### config.mk
export PLATFORM = sky130hd
export DESIGN_NAME = lamp_stack_driver
export DESIGN_NICKNAME = d
export VERILOG_FILES = /design/src/rtl/wirelog_lamp_pkg.sv /design/src/rtl/lamp_toggle_bank.sv /design/src/rtl/lamp_stack_driver.sv
export SDC_FILE = /design/constraint.sdc
export NUM_CORES = 1
export LEC_CHECK = 0
export ABC_AREA = 1
export CAP_MARGIN = 10
export CORE_MARGIN = 1
export CORE_UTILIZATION = 43
export CTS_CLUSTER_SIZE = 8
export DETAILED_ROUTE_END_ITERATION = 7
export GPL_TIMING_DRIVEN = 0
export PLACE_DENSITY_LB_ADDON = 0.15
export SYNTH_ARGS = -nofsm -noshare
export SYNTH_HDL_FRONTEND = slang
export SYNTH_SLANG_ARGS = --single-unit
### constraint.sdc
create_clock -name clk -period 1.5 [get_ports clk]
set_input_delay 0.15 -clock clk [delete_from_list [all_inputs] [get_ports clk]]
set_output_delay 0.15 -clock clk [all_outputs]
set_load 0.005 [all_outputs]
### src/rtl/wirelog_lamp_pkg.sv
// Shared types for the lamp stack driver.
// FSM state encoding and the saturating counter helper.
package wirelog_lamp_pkg;

    typedef enum logic [1:0] {
        IDLE  = 2'd0,
        FIRED = 2'd1,
        PEND  = 2'd2
    } state_e;

    // Adds one unless the value has already reached max.
    function automatic logic [31:0] sat_inc(
        input logic [31:0] v,
        input logic [31:0] max
    );
        return (v >= max) ? v : v + 32'd1;
    endfunction

endpackage

### src/rtl/lamp_toggle_bank.sv
// Logic lamps plus fault lamp with toggle, preload and async reset.
// Ports: clk_i, rst_ni, load_i, load_data_i, trig_i, fault_trig_i,
//        lamps_o, fault_o, chg_o (combinational change flag).
module lamp_toggle_bank #(
    parameter int            W    = 2,
    parameter logic [W-1:0]  INIT = '0
) (
    input  logic         clk_i,
    input  logic         rst_ni,
    input  logic         load_i,
    input  logic [W-1:0] load_data_i,
    input  logic [W-1:0] trig_i,
    input  logic         fault_trig_i,
    output logic [W-1:0] lamps_o,
    output logic         fault_o,
    output logic         chg_o
);

    logic [W-1:0] lamps_q, lamps_d;
    logic         fault_q, fault_d;

    // A load that rewrites the same value is not a change.
    always_comb begin
        lamps_d = load_i ? load_data_i : (lamps_q ^ trig_i);
        fault_d = fault_q ^ fault_trig_i;
        chg_o   = (load_i ? (load_data_i != lamps_q) : (|trig_i))
                | fault_trig_i;
    end

    always_ff @(posedge clk_i or negedge rst_ni) begin
        if (!rst_ni) begin
            lamps_q <= INIT;
            fault_q <= 1'b0;
        end else begin
            lamps_q <= lamps_d;
            fault_q <= fault_d;
        end
    end

    assign lamps_o = lamps_q;
    assign fault_o = fault_q;

endmodule

### src/rtl/lamp_stack_driver.sv
// Lamp stack on top of a faulty gate; one eval_req per logic frame.
// Ports: clk, reset (async low), logic_reset, trig, fault_trig, load,
//        load_data -> in, fault_in, eval_req, merged_cnt.
module lamp_stack_driver
    import wirelog_lamp_pkg::*;
#(
    parameter int                       INPUT_COUNT = 2,
    parameter logic [INPUT_COUNT-1:0]   INIT_STATE  = '0,
    parameter int                       CNT_WIDTH   = 8
) (
    input  logic                   clk,
    input  logic                   reset,
    input  logic                   logic_reset,
    input  logic [INPUT_COUNT-1:0] trig,
    input  logic                   fault_trig,
    input  logic                   load,
    input  logic [INPUT_COUNT-1:0] load_data,
    output logic [INPUT_COUNT-1:0] in,
    output logic                   fault_in,
    output logic                   eval_req,
    output logic [CNT_WIDTH-1:0]   merged_cnt
);

    localparam logic [CNT_WIDTH-1:0] CNT_MAX = '1;

    state_e               state_q;
    logic                 eval_req_q;
    logic [CNT_WIDTH-1:0] cnt_q, cnt_d;
    logic                 chg;

    lamp_toggle_bank #(
        .W    (INPUT_COUNT),
        .INIT (INIT_STATE)
    ) u_bank (
        .clk_i        (clk),
        .rst_ni       (reset),
        .load_i       (load),
        .load_data_i  (load_data),
        .trig_i       (trig),
        .fault_trig_i (fault_trig),
        .lamps_o      (in),
        .fault_o      (fault_in),
        .chg_o        (chg)
    );

    assign cnt_d = CNT_WIDTH'(sat_inc(32'(cnt_q), 32'(CNT_MAX)));

    always_ff @(posedge clk or negedge reset) begin
        if (!reset) begin
            state_q    <= IDLE;
            eval_req_q <= 1'b0;
            cnt_q      <= '0;
        end else begin
            eval_req_q <= 1'b0;
            unique case (state_q)
                IDLE: begin
                    if (chg) begin
                        eval_req_q <= 1'b1;
                        state_q    <= FIRED;
                    end
                end
                FIRED: begin
                    // A change landing on logic_reset belongs
                    // to the new frame and fires at once.
                    if (logic_reset) begin
                        if (chg) eval_req_q <= 1'b1;
                        else     state_q    <= IDLE;
                    end else if (chg) begin
                        state_q <= PEND;
                        cnt_q   <= cnt_d;
                    end
                end
                PEND: begin
                    if (logic_reset) begin
                        eval_req_q <= 1'b1;
                        state_q    <= FIRED;
                    end else if (chg) begin
                        cnt_q <= cnt_d;
                    end
                end
                default: state_q <= IDLE;
            endcase
        end
    end

    assign eval_req   = eval_req_q;
    assign merged_cnt = cnt_q;

endmodule

==> results.txt, run 1 <==
- Run status: finished clean
- CTS built an H-tree with a depth of 1.
* Average wire per standard cell: roughly 12 um
* Fill cells: between 100 and 150
- The initial utilization of the core area, before any placement, comes to a little under half.
- Buffers on Ports: 20
- Static Leakage: about 0.00057 uW
* Total Power: 1830 uW
- Synthesis inferred 14 register bits.
* Worst path cell trace: inv_2, ha_4, nand2_2, a31oi_4, nand2_2, buf_4, xnor2_1
- Yosys printed 0 warnings.
- Sink Count: 14
- Die Span X: 46.5 um
- The startpoint identified for the worst register-to-register timing path is state_q[0].
- For this run, the top clock speed supported by timing is 684 MHz.
- Dividing the detail-routed via count by the number of cells gives about 4.7.
- Together, buffers and inverters on the worst path number 2.
- Total via count after detailed routing: 735
* Area of the placeable core: between 1500 and 2000 um^2
* Placed cells: 146
- STA puts the critical path data required time at 1680 ps.
* Number of placed I/O pins: 21
- Wire segments on met2 add up to 901 um in the final route.
- Share of the yosys chip area belonging to registers: approximately two fifths
* Critical path class: reg -> reg
- The area growth from synthesis to layout is 44.6%.
* Switch share: between 30% and 40%
- Clock latency on the worst-skew pair: 290 ps
- Via count of the first global-routing pass: 668
* Violation count after the first detailed-route iteration: 7
* Number of rows in the core area: 15
- The worst setup path is captured at a flip-flop.
- For this run, the post-layout net count is about 150.
- R2r endpoint: merged_cnt[0]
- Non-filler cells in the finished layout: 157
- Counting every net in the synthesized netlist gives around 120.
* Critical path startpoint category: flip-flop
* Final clock period utilization by the worst path: 97.5%
- Setup repair after global routing could not meet its margin everywhere.
- Setup slack on the worst reg-to-reg path comes out at 40 ps.
- In the global route stage, overall resource usage came out at between 10% and 20%.
- The total overflow left after global routing is 0.
- Logic pwr share: 50.9%
- Clock tree from TritonCTS: yes
* DRC errors left: 0
* Number of antenna violations at the first check in global routing: 0
* Crit path top cell by count: nand2_2
- Tightest slew margin relative to the limit: a little under three fifths
- Internal power: 1160 uW
- GP Congestion: 0.877
- Actual slew at the worst max-slew pin: 646 ps
- In this run, flip-flops and latches consume 33.6% of the power.
- Max stage delay cell, worst path: dfrtp_1
- Across the VDD grid, the largest voltage drop is 0.819 mV.
- Along the worst path, the maximum fanout reaches 4.
- After clock tree synthesis, the clock-pin slew on the worst setup and hold paths is 90 ps.
- The first global-routing pass estimated approximately 2.7 mm of wire.
- Average cell area after synthesis: 8.41 um^2
- Met3 Wirelength: 83 um
- Across the run, the number of max-cap violations was 0.
- Measured in cells, the most critical reg-to-reg path has a length of 7.
- The cell family contributing the most delay on the critical path is flip-flops.
- Setup violations, final: 0
- Final core utilization: 68.9%
- CP max stage delay: between 400 and 500 ps
- The number of failing hold endpoints at the final stage came to 0.
- The repair_antennas step left the layout with diodes totalling 0.
- Of the total power, the clock network draws 15.5%.
* Highest routed metal layer: met4
- Fraction of layout cells with a size suffix above 1: 24.2%
* Maximum number of pins on one net before global-route repair: 15
- CTS placed an instance of clkbuf_4 at the clock tree root.
- Cts bufs inserted: 3
- Maximum buffer depth of the clock tree: 2
- The min-delay analysis places its worst path in the category in -> async.
* Slew Limit Fails: 0
- For this design the total switching power over the nets is 672 uW.
- Between clock sinks in the finished design, the worst skew comes to between 5 and 6 ps.
* Detailed-routing wirelength on met1: 840 um
- The worst path in the final design needs a cycle of 1460 ps, including I/O delays and setup.
- Power density of the placed cells: 1490 nW/um^2
- Floorplan die area: 2160 um^2
- Cell Area, Synth: 850 um^2
- The die is 46.5 um tall.
* Data arrival time of the worst path: 1640 ps
* Gate Count Post-Synth: 101
- The detail route stage leaves a number of antenna-violating nets equal to 0.
- The finished cells cover about 1200 um^2.
* Count of TritonRoute iterations in the first routing pass: 4
* Synth cell types: 19
- Placed wire-length estimate after detailed placement: 1.23 mm
- Summed over all layers, the routed wires come to 1.84 mm.
- Cell Area, Placed: 1080 um^2
[how the worst max path moves through the flow]
stage / start / slack [ps] / endpoint / cells after the start
6_report: state_q[0] / 40 / merged_cnt[0] / 7
5_1_grt: state_q[0] / -30 / merged_cnt[0] / 7
4_1_cts: state_q[0] / 8 / merged_cnt[2] / 8
3_5_place_dp: state_q[0] / -110 / merged_cnt[2] / 8
3_3_place_gp: load / -80 / merged_cnt[6] / 10
2_1_floorplan: merged_cnt[0] / 30 / merged_cnt[2] / 8
[metrics by stage]
step	TNS [ps]	hold slack [ps]	worst slack, ps
after global routing	-115	306	-25.9
after global placement	-618	450	-80.3
after detailed placement	-781	464	-106
after floorplan	0	-146	25.9
after CTS	0	273	8.49
final	0	248	38.1
[routing by layer]
layer  global-route usage, %  up-vias
met2                    30.6       19
met5                       0        -
met4                    7.06        0
met1                    21.8      335
met3                    4.71        2
li1                        -      379
[Yosys cell counts]
| cell type | number | share of area (%) |
|---|---|---|
| nand2_2 | 1 | 0.74 |
| or2_2 | 1 | 0.74 |
| nand4_1 | 2 | 1.5 |
| nand3_2 | 1 | 1.2 |
| o21ai_2 | 3 | 3.1 |
| xnor2_1 | 9 | 9.3 |
| nand2_4 | 1 | 1.3 |
| nand2_1 | 33 | 15 |
| buf_6 | 1 | 1.3 |
| ha_1 | 5 | 7.4 |
| inv_1 | 10 | 4.4 |
| nor2_4 | 1 | 1.3 |
| o21ai_0 | 3 | 1.8 |
| dfrtp_1 | 14 | 41 |
| nand3_1 | 9 | 5.3 |
| a31oi_2 | 1 | 1.5 |
| nor2_1 | 4 | 1.8 |
| a21oi_1 | 1 | 0.59 |
| xor2_1 | 1 | 1.0 |
[logic make-up (layout without fill, tap and decap cells)]
family / Yosys count / in the layout / synth area share [%]
adders and majority gates: 5 / 5 / 7.36
xor gates and xnor gates: 10 / 10 / 10.3
DFF: 14 / 14 / 41.2
and+or+nand+nor: 53 / 53 / 28.4
buffers and inverters: 11 / 42 / 5.74
AOI/OAI and AO/OA: 8 / 8 / 6.92
[final cells by class]
type	instances	area (um^2)	area share (%)
multi-input cells	76	504	41.0
flip-flops and latches	14	352	28.6
repair buffers	27	256	20.9
inverters	10	37.5	3.05
clock buffers	4	36.3	2.95
well taps	25	31.3	2.55
plain buffers	1	11.3	0.916
[state kept, by name, indices dropped and copies added, names as in the netlist]
name	cells
u_bank.lamps_o	2
state_q	2
merged_cnt	8
eval_req	1
u_bank.fault_o	1
[layout by cell type (no fill, tap or decap)]
| master | count |
|---|---|
| a21oi_1 | 1 |
| a31oi_4 | 1 |
| buf_4 | 6 |
| buf_6 | 2 |
| clkbuf_4 | 3 |
| clkbuf_8 | 1 |
| clkdlybuf4s50_1 | 20 |
| dfrtp_1 | 13 |
| dfrtp_2 | 1 |
| ha_1 | 2 |
| ha_2 | 1 |
| ha_4 | 2 |
| inv_1 | 8 |
| inv_2 | 2 |
| nand2_1 | 30 |
| nand2_2 | 4 |
| nand2_4 | 1 |
| nand3_1 | 7 |
| nand3_2 | 3 |
| nand4_1 | 2 |
| nor2_1 | 4 |
| nor2_4 | 1 |
| o21ai_0 | 3 |
| o21ai_2 | 3 |
| or2_2 | 1 |
| xnor2_1 | 9 |
| xor2_1 | 1 |
[what timing repair did]
item	in CTS	in global routing
setup buffers	2	4
setup endpoints to repair	9	10
gates resized for setup	3	13
pin swaps	0	5
hold buffers	0	0
gates cloned	0	1
[power groups by stage]
stage | Combinational, uW | Clock, uW | Sequential [uW]
floorplan | 423 | 0 | 603
global placement | 691 | 0 | 602
detailed placement | 720 | 0 | 607
CTS | 775 | 291 | 598
global route | 1030 | 306 | 636
finish | 934 | 284 | 616
Power figures use the tool's default switching activity.
==> run 2: changes to the inputs <==
--- a/config.mk
+++ b/config.mk
@@ -13,6 +13,7 @@
 export DETAILED_ROUTE_END_ITERATION = 7
 export GPL_TIMING_DRIVEN = 0
 export PLACE_DENSITY_LB_ADDON = 0.15
+export SKIP_CTS_REPAIR_TIMING = 1
 export SYNTH_ARGS = -nofsm -noshare
 export SYNTH_HDL_FRONTEND = slang
 export SYNTH_SLANG_ARGS = --single-unit
==> run 2 against run 1 <==
  * Combinational power increased by 5.1%
  * Critical endpoint is now merged_cnt[2]
  * Total power grew 3.6%
  * Cell area rose by 1.8%
  * Non-clock buffer count unchanged
  * The run now ends with negative setup slack left
  * Via count up 3.1%
  * Setup slack got worse by 53 ps
  * First-iteration DRC count decreased by 57%
  * Hold slack gained 0.99 ps
  * Highest routed layer unchanged
  * Wire length is 5.6% higher
  * Clock power rose by 1%
==> results.txt, run 2 (synthesized netlist as in run 1, its figures left out) <==
- The run finished, with violations left.
- The checks that failed: negative setup slack.
- The number of violations reported at the end of detailed-routing iteration 0 was 3 (-4).
* Maximum number of pins on one net before global-route repair: 15 (unchanged)
- Worst clock skew: 1.17 ps (-4.28 ps)
* Buffers on Ports: 20 (unchanged)
* Setup violations, final: 6 (+6)
* Signed area change from the synthesized netlist to the final layout: 47.3%
- Post-layout nets: 147 (unchanged)
- The worst endpoint data arrival time was 1700 ps (+60 ps).
* Flip-flop count of the largest register, all copies and words added: 8 (unchanged)
- The post-placement cell area came to 1080 um^2 (unchanged).
- The highest cell delay on the worst timing path is 430 ps (about the same).
- The overall routed net length was 1.94 mm (+5.6%).
- Average wire per standard cell: 12.4 um (+5.6%)
* Placed cells: 146 (unchanged)
- The library cell used most frequently in the layout, excluding fill and tap cells, is nand2_1.
- The total iterations of the first detailed-routing run is 4 (unchanged).
- Placed wire-length estimate after detailed placement: 1.23 mm (unchanged)
* Max stage delay cell, worst path: dfrtp_1
- Post-layout minimum cycle time: 1510 ps (+52.9 ps)
* Maximum buffer depth of the clock tree: 2 (unchanged)
- The site row count is 15 (unchanged).
- The worst setup path is of the reg -> reg kind.
- The total negative slack for setup checks was -47.2 ps (-47.2 ps).
* Final clock period utilization by the worst path: 101% (+3.5 points)
- Actual slew at the worst max-slew pin: 648 ps (+2.03 ps)
* Worst IR drop on VDD: 1.08 mV (+33%)
- Total via count after detailed routing: 758 (+3.1%)
- The total routing resource utilization after global routing was 17.7% (-0.49 points).
* CTS Root Buffer Type: clkbuf_4
- The number of inserted filler cells in the final layout was 139 (-1.4%).
* Floorplan die area: 2160 um^2 (unchanged)
* Crit-path max FO: 5 (+1)
- Clk pin slew, worst setup/hold paths: 90 ps (about the same)
- Clock latency on the worst-skew pair: 290 ps (about the same)
* Die Span X: 46.5 um (unchanged)
- The average vias per placed instance is 4.83 (+3.1%).
- The remaining antenna violation count after routing came to 0 (unchanged).
- Diode insertion count for antenna repair: 0 (unchanged)
- Critical path startpoint category: flip-flop
* Tightest slew margin relative to the limit: 56.7% (-0.14 points)
- The routability congestion estimate from global placement was 0.877 (unchanged).
* Number of hold violations in the final report: 0 (unchanged)
- Commonest cells after routing, fill and taps aside: nand2_1, clkdlybuf4s50_1, dfrtp_1
- Hold crit path type: in -> async
* Number of placed I/O pins: 21 (unchanged)
- The DRC violations left came to 0 (unchanged).
* CTS H-tree depth: 1 (unchanged)
- Slew Limit Fails: 0 (unchanged)
* Worst slack at placement: -106 ps (unchanged)
- Number of antenna violations at the first check in global routing: 0 (unchanged)
* Required time worst endpoint: 1690 ps (about the same)
* Area of the placeable core: 1780 um^2 (unchanged)
* Sink Count: 14 (unchanged)
- The die boundary height is 46.5 um (unchanged).
* Global-route wire length before repair: 2.65 mm (-2.0%)
* Kind of end point of the critical path: flip-flop
- The critical path goes through inv_2, ha_4, nand2_4, a31oi_4, nand2_2, buf_6, nand2_2, o21ai_2.
* Setup repair after global routing missed its margin: true
* Post-route design area: 1250 um^2 (+1.8%)
* Power density of the placed cells: 1520 nW/um^2 (+1.7%)
- Starting utilization of the core area: 47.6% (unchanged)
* Clock tree from TritonCTS: yes
* Crit path top cell by count: nand2_2
- Cts bufs inserted: 3 (unchanged)
* Total Power: 1900 uW (+3.6%)
- The share of final-layout standard cells stronger than drive strength 1 is 28.8% (+4.5 points).
* Gr ovfl total: 0 (unchanged)
* Static Leakage: 0.000579 uW (+1.3%)
- The via count of the first global-routing pass is 659 (-1.3%).
* Non-filler cells in the finished layout: 157 (unchanged)
- The maximum clock frequency was 660 MHz (-3.5%).
- The final critical-path setup slack is -14.7 ps (-52.9 ps).
- Max-capacitance violation count: 0 (unchanged)
-- run 2: cell counts in the layout (fill, tap and decap cells not counted) --
No cell type changed its count.
-- run 2: worst max-delay path: cells and delay by family (launching register included) --
kind	cells	cell delay [ps]
fa+ha+maj	1	280
buf+inv	2	230
flops	1	430
simple gates	3	220
compound gates	2	250
-- run 2: power breakdown --
group          total [uW]  switching (uW)  internal, uW
Combinational         982             425           557
Sequential            630             140           490
Clock                 288             140           148
-- run 2: layout make-up --
| class | instances | area [um^2] | area share [%] |
|---|---|---|---|
| multi-input combinational | 76 | 522 | 41.7 |
| sequential | 14 | 353 | 28.2 |
| buffer | 1 | 11.3 | 0.900 |
| clock buffer | 4 | 36.3 | 2.90 |
| timing repair buffer | 27 | 260 | 20.8 |
| tap | 25 | 31.3 | 2.50 |
| inverter | 10 | 37.5 | 3.00 |
-- run 2: metrics by stage --
stage / hold WS, ps / utilization, %
2_1_floorplan: -146 / -
3_3_place_gp: 450 / 60.6
3_5_place_dp: 464 / 60.6
4_1_cts: 273 / 62.7
5_1_grt: 303 / 70.2
6_report: 249 / 70.2
-- run 2: final timing paths --
path                                           to           start  slack [ps]  cells past startpoint
worst max-delay path                merged_cnt[2]      state_q[0]         -10                      8
worst min-delay path            u_bank.lamps_o[1]           reset         250                      1
worst max register to register      merged_cnt[2]      state_q[0]         -10                      8
worst min register to register     u_bank.fault_o  u_bank.fault_o         480                      1
max in group asynchronous           merged_cnt[6]           reset         800                      1
min in group clk                   u_bank.fault_o      fault_trig         470                      2
-- run 2: routing by layer --
layer,part of all wire [%],up-vias,track usage [%]
met5,0,-,0
met4,2.2,0,7.06
li1,-,382,-
met1,44,351,21.6
met2,49,20,29.2
met3,4.2,5,4.71
